## src/rtl/usb_sd_xfer_ctrl.sv

```systemverilog
// Multi-block USB/SD transfer sequencer: IN (SD read -> USB transmit) and OUT (USB receive -> SD write),
// with a per-wait timeout, bounded per-block retry and a sticky abort flag.
module usb_sd_xfer_ctrl #(
  parameter int MAX_RETRIES    = 3,
  parameter int TIMEOUT_CYCLES = 1024,
  parameter int BLK_CNT_W      = 8
) (
  input  logic                 clk,
  input  logic                 n_rst,
  input  logic [3:0]           rx_pid,
  input  logic                 pid_rdy,
  input  logic [1:0]           rx_packet_done,
  input  logic [BLK_CNT_W-1:0] blk_count,
  input  logic                 sd_done,
  input  logic                 sd_err,
  input  logic                 tx_done,
  input  logic                 tx_err,
  output logic                 sd_addr_rdy,
  output logic                 sd_read,
  output logic                 sd_write,
  output logic                 tx_send_good,
  output logic                 tx_send_bad,
  output logic                 tx_transmit,
  output logic                 busy,
  output logic                 xfer_err,
  output logic [BLK_CNT_W-1:0] blocks_done
);

  localparam logic [3:0] PID_OUT = 4'b0001;
  localparam logic [3:0] PID_IN  = 4'b1001;
  localparam logic [3:0] PID_ACK = 4'b0010;
  localparam logic [3:0] PID_NAK = 4'b1010;

  localparam int TMR_W = $clog2(TIMEOUT_CYCLES + 1);
  localparam int RTY_W = (MAX_RETRIES < 1) ? 1 : $clog2(MAX_RETRIES + 1);
  localparam logic [TMR_W-1:0] TMR_LAST = TMR_W'(TIMEOUT_CYCLES - 1);
  localparam logic [RTY_W-1:0] RTY_MAX  = RTY_W'(MAX_RETRIES);

  typedef enum logic [3:0] {
    IDLE, ADDR, WR_DATA, WR_SD, WR_HS, RD_SD, RD_TX, RD_HS, ERR
  } state_e;

  state_e               state_q, state_d;
  logic                 dir_in_q, dir_in_d;
  logic [BLK_CNT_W-1:0] count_q, count_d;
  logic [BLK_CNT_W-1:0] blocks_q, blocks_d;
  logic [RTY_W-1:0]     retry_q, retry_d;
  logic [TMR_W-1:0]     tmr_q, tmr_d;
  logic                 xfer_err_q, xfer_err_d;
  logic                 addr_q, addr_d;
  logic                 read_q, read_d;
  logic                 write_q, write_d;
  logic                 good_q, good_d;
  logic                 bad_q, bad_d;
  logic                 xmit_q, xmit_d;

  logic timeout, retry_ok, last_blk, pid_ack, pid_nak, is_wait, tmr_restart;

  assign timeout  = (tmr_q == TMR_LAST);
  assign retry_ok = (retry_q < RTY_MAX);
  assign last_blk = ((blocks_q + BLK_CNT_W'(1)) == count_q);
  assign pid_ack  = pid_rdy && (rx_pid == PID_ACK);
  assign pid_nak  = pid_rdy && (rx_pid == PID_NAK);
  assign is_wait  = state_q inside {WR_DATA, WR_SD, WR_HS, RD_SD, RD_TX, RD_HS};

  always_ff @(posedge clk or negedge n_rst) begin
    if (!n_rst) begin
      state_q    <= IDLE;
      dir_in_q   <= 1'b0;
      count_q    <= '0;
      blocks_q   <= '0;
      retry_q    <= '0;
      tmr_q      <= '0;
      xfer_err_q <= 1'b0;
      addr_q     <= 1'b0;
      read_q     <= 1'b0;
      write_q    <= 1'b0;
      good_q     <= 1'b0;
      bad_q      <= 1'b0;
      xmit_q     <= 1'b0;
    end else begin
      state_q    <= state_d;
      dir_in_q   <= dir_in_d;
      count_q    <= count_d;
      blocks_q   <= blocks_d;
      retry_q    <= retry_d;
      tmr_q      <= tmr_d;
      xfer_err_q <= xfer_err_d;
      addr_q     <= addr_d;
      read_q     <= read_d;
      write_q    <= write_d;
      good_q     <= good_d;
      bad_q      <= bad_d;
      xmit_q     <= xmit_d;
    end
  end

  // Strobes are decided on the transition so that each registered pulse lasts exactly one cycle.
  always_comb begin
    state_d     = state_q;
    dir_in_d    = dir_in_q;
    count_d     = count_q;
    blocks_d    = blocks_q;
    retry_d     = retry_q;
    xfer_err_d  = xfer_err_q;
    read_d      = 1'b0;
    write_d     = 1'b0;
    good_d      = 1'b0;
    bad_d       = 1'b0;
    xmit_d      = 1'b0;
    tmr_restart = 1'b0;

    case (state_q)
      IDLE: begin
        if (pid_rdy && (rx_pid == PID_OUT || rx_pid == PID_IN)) begin
          dir_in_d   = (rx_pid == PID_IN);
          count_d    = (blk_count == '0) ? BLK_CNT_W'(1) : blk_count;
          blocks_d   = '0;
          retry_d    = '0;
          xfer_err_d = 1'b0;
          state_d    = ADDR;
        end
      end
      ADDR: begin
        if (dir_in_q) begin
          read_d  = 1'b1;
          state_d = RD_SD;
        end else begin
          state_d = WR_DATA;
        end
      end
      WR_DATA: begin
        if (rx_packet_done == 2'b01) begin
          write_d = 1'b1;
          state_d = WR_SD;
        end else if (rx_packet_done == 2'b10 || timeout) begin
          if (retry_ok) begin
            retry_d     = retry_q + RTY_W'(1);
            bad_d       = 1'b1;
            tmr_restart = 1'b1;
          end else begin
            state_d = ERR;
          end
        end
      end
      WR_SD: begin
        if (sd_err) begin
          bad_d   = 1'b1;
          state_d = ERR;
        end else if (sd_done) begin
          good_d  = 1'b1;
          state_d = WR_HS;
        end else if (timeout) begin
          state_d = ERR;
        end
      end
      WR_HS: begin
        if (tx_err || (!tx_done && timeout)) begin
          if (retry_ok) begin
            retry_d     = retry_q + RTY_W'(1);
            good_d      = 1'b1;
            tmr_restart = 1'b1;
          end else begin
            state_d = ERR;
          end
        end else if (tx_done) begin
          blocks_d = blocks_q + BLK_CNT_W'(1);
          retry_d  = '0;
          state_d  = last_blk ? IDLE : ADDR;
        end
      end
      RD_SD: begin
        if (sd_err) begin
          state_d = ERR;
        end else if (sd_done) begin
          xmit_d  = 1'b1;
          state_d = RD_TX;
        end else if (timeout) begin
          state_d = ERR;
        end
      end
      RD_TX: begin
        if (tx_err || (!tx_done && timeout)) begin
          if (retry_ok) begin
            retry_d     = retry_q + RTY_W'(1);
            xmit_d      = 1'b1;
            tmr_restart = 1'b1;
          end else begin
            state_d = ERR;
          end
        end else if (tx_done) begin
          state_d = RD_HS;
        end
      end
      RD_HS: begin
        if (pid_ack) begin
          blocks_d = blocks_q + BLK_CNT_W'(1);
          retry_d  = '0;
          state_d  = last_blk ? IDLE : ADDR;
        end else if (pid_nak || timeout) begin
          if (retry_ok) begin
            retry_d = retry_q + RTY_W'(1);
            xmit_d  = 1'b1;
            state_d = RD_TX;
          end else begin
            state_d = ERR;
          end
        end
      end
      ERR: state_d = IDLE;
      default: state_d = IDLE;
    endcase

    addr_d = (state_d == ADDR);
    if (state_d == ERR) xfer_err_d = 1'b1;

    if (!is_wait || tmr_restart || state_d != state_q) tmr_d = '0;
    else tmr_d = tmr_q + TMR_W'(1);
  end

  assign sd_addr_rdy  = addr_q;
  assign sd_read      = read_q;
  assign sd_write     = write_q;
  assign tx_send_good = good_q;
  assign tx_send_bad  = bad_q;
  assign tx_transmit  = xmit_q;
  assign busy         = (state_q != IDLE);
  assign xfer_err     = xfer_err_q;
  assign blocks_done  = blocks_q;

endmodule
```

## config.mk

```make
export PLATFORM = sky130hd
export DESIGN_NAME = usb_sd_xfer_ctrl
export DESIGN_NICKNAME = d
export VERILOG_FILES = /design/src/rtl/usb_sd_xfer_ctrl.sv
export SDC_FILE = /design/constraint.sdc
export NUM_CORES = 1
export LEC_CHECK = 0
export CORE_ASPECT_RATIO = 0.7
export CORE_MARGIN = 5
export CORE_UTILIZATION = 30
export DETAILED_ROUTE_END_ITERATION = 8
export GPL_TIMING_DRIVEN = 0
export SLEW_MARGIN = 20
export SYNTH_ARGS = -nofsm -noshare
export SYNTH_HDL_FRONTEND = slang
export SYNTH_SLANG_ARGS = --single-unit
```

## constraint.sdc

```tcl
create_clock -name clk -period 3.4 [get_ports clk]
set_clock_uncertainty 0.1 [all_clocks]
set_input_delay 0.51 -clock clk [delete_from_list [all_inputs] [get_ports clk]]
set_output_delay 0.51 -clock clk [all_outputs]
set_load 0.1 [all_outputs]
```

==> results of run 1 <==
==> sequential cells by signal, indices dropped and copies added, names as in the netlist, 2 cells and up <==
name         cells
blocks_done      8
count_q          8
retry_q          2
state_q          4
tmr_q           11
==> worst max-delay path, cell delays in order <==
cell and delay, ns:
clkdlybuf4s50_1 0.57, nor2b_1 0.35, a211oi_1 0.13, a211oi_1 0.40
nand4b_1 0.18, or4b_1 0.46, a2111o_1 0.44, buf_6 0.18
a21oi_2 0.13
==> power by group <==
group	internal (mW)	switching (mW)	total, mW
logic	0.410	0.825	1.23
registers	0.603	0.113	0.716
clock network	0.269	0.187	0.456
total	1.28	1.12	2.41
==> placed cells by master, fill, tap and decap left out, drive strengths merged, types with 4 or more instances in the layout <==
cell / instances
o21ai: 23
buf: 6
nand2: 25
nor3: 9
nand3: 11
o31ai: 4
or3: 6
dfrtp: 41
nand4: 5
nor2: 25
xnor2: 12
o211ai: 5
clkdlybuf4s50: 35
mux2: 7
nor4: 4
clkbuf: 14
a211oi: 5
inv: 10
a21oi: 24
nand2b: 9
xor2: 7
nor2b: 5
==> how the worst max path moves through the flow <==
stage / start / end / cells after the start
3_3_place_gp: sd_done / tmr_q[10] / 9
4_1_cts: state_q[2] / busy / 4
6_report: sd_done / tmr_q[10] / 9
2_1_floorplan: blocks_done[0] / tmr_q[0] / 9
5_1_grt: sd_done / tmr_q[10] / 9
3_5_place_dp: sd_done / tmr_q[2] / 9
==> metrics by stage <==
step,setup WS (ns),total power [mW],util,area [µm²],instances
after detailed placement,-0.0400,1.93,0.369,3120,447
final,0.148,2.41,0.386,3260,454
after global placement,-0.0375,1.92,0.367,3100,446
after global routing,0.0926,2.55,0.386,3260,454
after CTS,0.219,2.40,0.386,3260,454
after floorplan,0.309,1.60,-,2590,290
==> synthesized netlist by cell type (6+ instances only) <==
master,count
nor2_1,25
or3_1,6
a21oi_1,14
o21ai_0,22
clkbuf_1,8
nand2b_1,9
xor2_1,7
nand3_1,11
inv_1,10
nor3_1,9
a21oi_2,10
xnor2_1,12
nand2_1,25
dfrtp_1,41
mux2_2,7
==> metal layers <==
layer  vias up  routed length, µm  track usage
met4         0                 72       0.0463
li1       1152                  -            -
met5         -                  0            0
met1      1102               3540        0.214
met3         4                722       0.0484
met2       110               2740        0.192
==> final cells by class <==
cell class / count / area, µm² / share of cell area
Multi-Input combinational cell: 227 / 1480 / 0.453
Sequential cell: 41 / 1030 / 0.315
Timing Repair Buffer: 37 / 375 / 0.115
Tap cell: 120 / 150 / 0.0461
Clock buffer: 6 / 129 / 0.0396
Buffer: 12 / 55.1 / 0.0169
Inverter: 10 / 37.5 / 0.0115
Clock inverter: 1 / 8.76 / 0.00269
==> logic make-up (layout without fill, tap and decap cells) <==
family          after synthesis  after routing  synth area share
mux                           8              8            0.0343
fa+ha+maj                     2              2           0.00966
buf+inv                      22             66            0.0358
xor+xnor                     19             19            0.0643
simple gates                113            113             0.234
compound gates               85             85             0.225
flops                        41             41             0.396
==> flow_summary_export.csv, run 1 <==
group,metric,value,unit
min_path,hold_class,"in2async",
setup_path,r2r_cells,9,
clocking,cts_tree,"done",
synth,synth_edf_count,0,
floorplanning,die_area,0.0106,mm²
detailed_routing,wl_per_cell,15.6,µm
cells_and_area,nFillCells,842,
detailed_routing,drcViolationCount,0,
placement,port_buffers,36,
clocking,ctsResizeCount,0,
synth,ys_types,52,
timing,finalHoldViolations,0,
floorplanning,ios,37,
clocking,cts.path.max_buffers,2,
grt,grt_pass1_wl,12.0,mm
timing,worstMarginPinSlew,0.977,ns
timing,max_freq,0.308,GHz
synth,synth_top_area_cell,"dfrtp_1",
clocking,cts_max_level,2,
grt,grt-ovfl-total,0,
clocking,clk_latency,0.28,ns
floorplanning,dieHeight,87.7,µm
setup_path,crit_arrival,3.36,ns
floorplanning,core_area,0.00844,mm²
clocking,clock-sinks,41,
synth,seq_area_frac_synth,0.396,
setup_path,worstReg2RegStart,"tmr_q[0]",
timing,fin_crit_sh,0.956,
setup_path,crit_type,"in2reg",
setup_path,endpoint_kind,"flip-flop",
placement,gp_congestion,0.952,
timing,slew_headroom,0.346,
synth,postSynthCellCount,290,
grt,grt_antenna_before_repair,0,
clocking,clkTransAtPathRegs,0.06,ns
clocking,cts_hold_buffers,0,
synth,async_reset_ff_frac,1.00,
timing,layout_min_cycle_time,3.25,ns
power,vdd_drop_max,0.346,mV
clocking,clockRootBuffer,"clkbuf_16",
synth,ys_ff_latch,41,
timing,maxSlewViolCount,0,
power,p_leak,1.30,nW
detailed_routing,drt_wl_total,7.08,mm
detailed_routing,drtAntennaViolNets,0,
detailed_routing,avgViaCountPerCell,5.22,
synth,synthesis.nets,313,
clocking,cts_buffers,5,
synth,syn_avg_cell_area,8.93,µm²
setup_path,start_kind,"input pin",
cells_and_area,diodes,0,
floorplanning,rows,28,
synth,netlist_area,0.00259,mm²
detailed_routing,drtIter0Drc,245,
synth,dominantRegCellSynth,"dfrtp_1",
clocking,post_cts_buffers,0,
setup_path,worst-r2r-setup-slack,0.29,ns
grt,first_global_vias,2325,
cells_and_area,drive_gt1_frac,0.0958,
synth,ys_warn_count,0,
synth,synth_top_area_frac,0.396,
floorplanning,initial_core_util,0.307,
power,p_per_area,739,mW/mm²
timing,tns,0,ns
timing,worst_hold_slack,0.0526,ns
setup_path,crit_required,3.51,ns
synth,synth_area_leaders,"dfrtp_1 40%, o21ai_0 4.3%, xnor2_1 4.1%, nand2_1 3.6%, nor2_1 3.6%",
setup_path,r2r-end,"tmr_q[10]",
grt,grt_max_degree,27,
cells_and_area,layout.nets,357,
detailed_routing,first_pass_iters,5,
grt,grt.total_usage,0.143,
flow_run,max_cap_viol_count,0,
timing,finalSetupViolCount,0,
floorplanning,die_w,121,µm
cells_and_area,area_growth,25.8,%
timing,rsz0062_at_grt,"no",
outcome,status,"finished, final reports clean",
detailed_routing,vias,2368,
setup_path,cp_max_fo,10,
placement,dp_hpwl,5.53,mm
Power figures use the tool's default switching activity.
==> run 2: changes to the inputs <==
- CORE_MARGIN: 5 -> 2
==> flow_summary_export.csv, run 2 (synthesis results as in run 1) <==
group,metric,value,unit
floorplanning,rows,28,
detailed_routing,routed.top_layer,"met4",
placement,dp_hpwl,5.43,mm
setup_path,crit_required,3.51,ns
detailed_routing,avgViaCountPerCell,5.50,
detailed_routing,wl_per_cell,16.3,µm
grt,first_global_vias,2215,
placement,gp_congestion,0.972,
floorplanning,die_w,115,µm
clocking,ctsResizeCount,0,
power,p_leak,1.30,nW
floorplanning,dieHeight,81.7,µm
cells_and_area,drive_gt1_frac,0.101,
detailed_routing,drcViolationCount,0,
timing,finalSetupViolCount,0,
detailed_routing,m1WireLength,3.58,mm
detailed_routing,first_pass_iters,6,
clocking,cts_max_level,2,
cells_and_area,top_register,"tmr_q",
floorplanning,ios,37,
power,p_seq_frac,0.296,
timing,maxSlewViolCount,0,
setup_path,crit_type,"in2reg",
cells_and_area,area_growth,25.3,%
detailed_routing,vias,2421,
grt,grt.total_usage,0.160,
clocking,cts_buffers,5,
timing,slew_headroom,0.349,
clocking,clk_latency,0.29,ns
clocking,cts_hold_buffers,0,
detailed_routing,drt_wl_total,7.17,mm
outcome,status,"finished, final reports clean",
clocking,clkTransAtPathRegs,0.07,ns
power,switchingPower,1.14,mW
cells_and_area,nFillCells,862,
flow_run,max_cap_viol_count,0,
timing,worst_hold_slack,0.0116,ns
clocking,cts_tree,"done",
detailed_routing,drtAntennaViolNets,0,
timing,rsz0062_at_grt,"no",
grt,grt-ovfl-total,0,
detailed_routing,dr_wl_met3,568,µm
power,power.total,2.42,mW
grt,grt_antenna_before_repair,0,
timing,layout_min_cycle_time,3.33,ns
power,netSwitchingFraction,0.471,
cells_and_area,final_common_cell,"dfrtp_1",
setup_path,start_kind,"input pin",
timing,setup_slack,0.0725,ns
detailed_routing,drtIter0Drc,197,
cells_and_area,diodes,0,
power,vdd_drop_max,0.366,mV
clocking,clock-sinks,41,
timing,worstMarginPinSlew,0.974,ns
floorplanning,core_area,0.00841,mm²
floorplanning,die_area,0.00940,mm²
placement,port_buffers,36,
timing,finalHoldViolations,0,
placement,post-place-ws,-0.123,ns
setup_path,worstReg2RegStart,"tmr_q[0]",
setup_path,endpoint_kind,"flip-flop",
setup_path,worst-r2r-setup-slack,0.26,ns
power,p_int,1.28,mW
clocking,cts.path.max_buffers,2,
clocking,clockRootBuffer,"clkbuf_16",
timing,fin_crit_sh,0.979,
cells_and_area,largest_reg_flops,11,
clocking,post_cts_buffers,0,
floorplanning,initial_core_util,0.308,
timing,max_freq,0.301,GHz
setup_path,crit_arrival,3.44,ns
power,comb_power_share,0.509,
min_path,hold_class,"in2async",
cells_and_area,layout.nets,357,
setup_path,r2r-end,"tmr_q[5]",
grt,grt_max_degree,31,
setup_path,cp_max_fo,10,
setup_path,r2r_cells,9,
grt,grt_pass1_wl,11.6,mm
cells_and_area,final_cell_mix,"41 x dfrtp_1, 35 x clkdlybuf4s50_1, 25 x nand2_1, 25 x nor2_1, 22 x o21ai_0",
power,p_per_area,747,mW/mm²
detailed_routing,dr_wl_met2,2.94,mm
power,p_clk_frac,0.194,
-- run 2: cell count changes in the layout (fill, tap and decap cells not counted), sizes merged --
cell	change
clkinvlp	+1
clkinv	+1
clkbuf	-1
-- run 2: worst max path at each step --
stage                               from  slack [ns]  cells past startpoint   endpoint
after global routing             sd_done       0.007                      9   tmr_q[4]
after global placement           sd_done       -0.11                      9  tmr_q[10]
after CTS                        sd_done        0.15                      9   tmr_q[3]
after detailed placement         sd_done       -0.12                      9   tmr_q[3]
final                            sd_done        0.07                      9   tmr_q[5]
after floorplan           blocks_done[0]        0.31                      9   tmr_q[0]
-- run 2: through the flow --
step / setup TNS (ns) / area (µm²) / cells / utilization
global route: 0 / 3240 / 440 / 0.386
CTS: 0 / 3240 / 440 / 0.386
detailed placement: -1.14 / 3100 / 432 / 0.369
global placement: -1.06 / 3080 / 431 / 0.366
floorplan: 0 / 2590 / 290 / -
finish: 0 / 3240 / 440 / 0.386
-- run 2: cell type report --
type / count / area (µm²) / share of cell area
multi-input combinational: 227 / 1480 / 0.455
clock buffer: 5 / 125 / 0.0386
sequential: 41 / 1030 / 0.316
clock inverter: 3 / 17.5 / 0.00540
buffer: 12 / 55.1 / 0.0170
tap: 105 / 131 / 0.0405
inverter: 10 / 37.5 / 0.0116
timing repair buffer: 37 / 375 / 0.116
-- run 2: power by group through the flow --
stage          combinational [mW]  clock, mW  sequential (mW)
2_1_floorplan               0.717          0            0.886
3_3_place_gp                 1.20          0            0.721
3_5_place_dp                 1.21          0            0.721
4_1_cts                      1.22      0.479            0.715
5_1_grt                      1.33      0.504            0.733
6_report                     1.23      0.470            0.718
-- run 2: metal layers --
layer  global-route usage  vias to the layer above
met5                    0                        -
met4               0.0386                        0
met3               0.0266                       10
met2                0.220                      110
met1                0.254                     1157
li1                     -                     1144
-- run 2: critical path, cell delays in order --
cell and delay, ns:
clkdlybuf4s50_1 0.58, nor2b_1 0.38, a211oi_1 0.14, a211oi_1 0.42, nand4b_1 0.17, or4b_1 0.48
a2111o_1 0.45, buf_6 0.18, a21oi_2 0.14
==> RTL change (settings of run 1) <==
Set the parameter `BLK_CNT_W` to 7 (it was 8).
--- a/src/rtl/usb_sd_xfer_ctrl.sv
+++ b/src/rtl/usb_sd_xfer_ctrl.sv
@@ -4,5 +4,5 @@
   parameter int MAX_RETRIES    = 3,
   parameter int TIMEOUT_CYCLES = 1024,
-  parameter int BLK_CNT_W      = 8
+  parameter int BLK_CNT_W      = 7
 ) (
   input  logic                 clk,
Ports: changed (resized blk_count and blocks_done); port bits go from 37 to 35. The function was not compared with the original's and may differ.
==> RTL change against run 1 <==
- routed wire length down 7.3%
- sequential cell count decreased by 2
- fmax grew 5.1%
- worst setup slack better by 0.16 ns
- area after synthesis is 1.3% lower
- total power rose by 8.4%
- final area fell by 2.0%
- highest routed layer unchanged
==> RTL change: results (changes against run 1) <==
| Metric | Value |
|---|---|
| Status | complete, no violations |
| Top cells by area, synth | dfrtp_1, nor3_2, nand2_1, mux2_2, nor2_1 |
| Crit Reg-Reg Endpoint | blocks_done[4]$_DFFE_PN0P_ |
| Cell count after synthesis | 271 (-6.6%) |
| Met2 wire length | 2720 µm (-0.55%) |
| Multi-input logic area | 1450 µm² (-2.0%) |
| End of the critical path | busy |
| Worst Reg-to-Reg Cells | 7 (-2) |
| Flop2flop setup slack | 0.61 ns (+0.32 ns) |
| Worst slack at placement | 0.184 ns (+0.224 ns) |
| Synth cell count leaders | dfrtp_1, nand2_1, nor2_1, o21ai_0, nand3_1 |
| Drt via density | 5.23 (+0.30%) |
| Nets | 335 (-6.2%) |
| Min Tclk post-route | 3.09 ns (-0.158 ns) |
| GR Layer Usage met1 | 0.187 (-0.0268) |
| Routed wire per std cell | 15.7 µm (+0.45%) |
| Final HPWL DP | 5120 µm (-7.4%) |
| DIE WIDTH | 120 µm (-0.60%) |
| Drt initial violations | 103 (-58%) |
| Worst vdd ir | 0.362 mV (+4.7%) |
| Drt total wl | 6560 µm (-7.3%) |
| Static leakage | 0.00132 µW (+1.7%) |
| Placement Cell Area | 3050 µm² (-2.2%) |
| Met3 Wirelength | 450 µm (-38%) |
| All-Layer GR Usage | 0.130 (-0.0137) |
RTL change: critical path, stage by stage (launching register included):
cell	delay, ns
dfrtp_1	0.47
buf_6	0.18
nor3_1	0.35
nand2_1	0.19
clkdlybuf4s50_1	1.01
RTL change: report_power, final:
group          leakage, µW  total [µW]  internal (µW)  switching (µW)
Combinational     0.000733        1470            497             968
Clock            0.0000669         458            271             188
Sequential        0.000519         685            580             105
RTL change: kinds of logic (layout without fill, tap and decap cells):
| group | count (synthesis) | in the layout | synth area share |
|---|---|---|---|
| fa+ha+maj | 2 | 2 | 0.00979 |
| simple gates | 120 | 120 | 0.289 |
| buf+inv | 22 | 65 | 0.0524 |
| flops | 39 | 39 | 0.382 |
| mux | 10 | 10 | 0.0431 |
| xor+xnor | 17 | 17 | 0.0583 |
| compound gates | 61 | 61 | 0.165 |
RTL change: worst min path at each step:
stage	start	end	slack [ns]	cells past startpoint
3_3_place_gp	tmr_q[0]$_DFF_PN0_	tmr_q[0]$_DFF_PN0_	0.39	1
5_1_grt	n_rst	count_q[3]$_DFFE_PN0P_	0.15	1
4_1_cts	n_rst	count_q[3]$_DFFE_PN0P_	0.13	1
2_1_floorplan	n_rst	blocks_done[0]$_DFFE_PN0P_	0.11	0
6_report	n_rst	count_q[3]$_DFFE_PN0P_	0.10	1
3_5_place_dp	xfer_err$_DFFE_PN0P_	xfer_err$_DFFE_PN0P_	0.39	1
RTL change: final cells by class:
class,count,share of cell area
Timing Repair Buffer,35,0.114
Buffer,13,0.0314
Inverter,9,0.0106
Tap cell,105,0.0412
Multi-Input combinational cell,210,0.453
Clock buffer,6,0.0404
Clock inverter,2,0.00392
Sequential cell,39,0.306
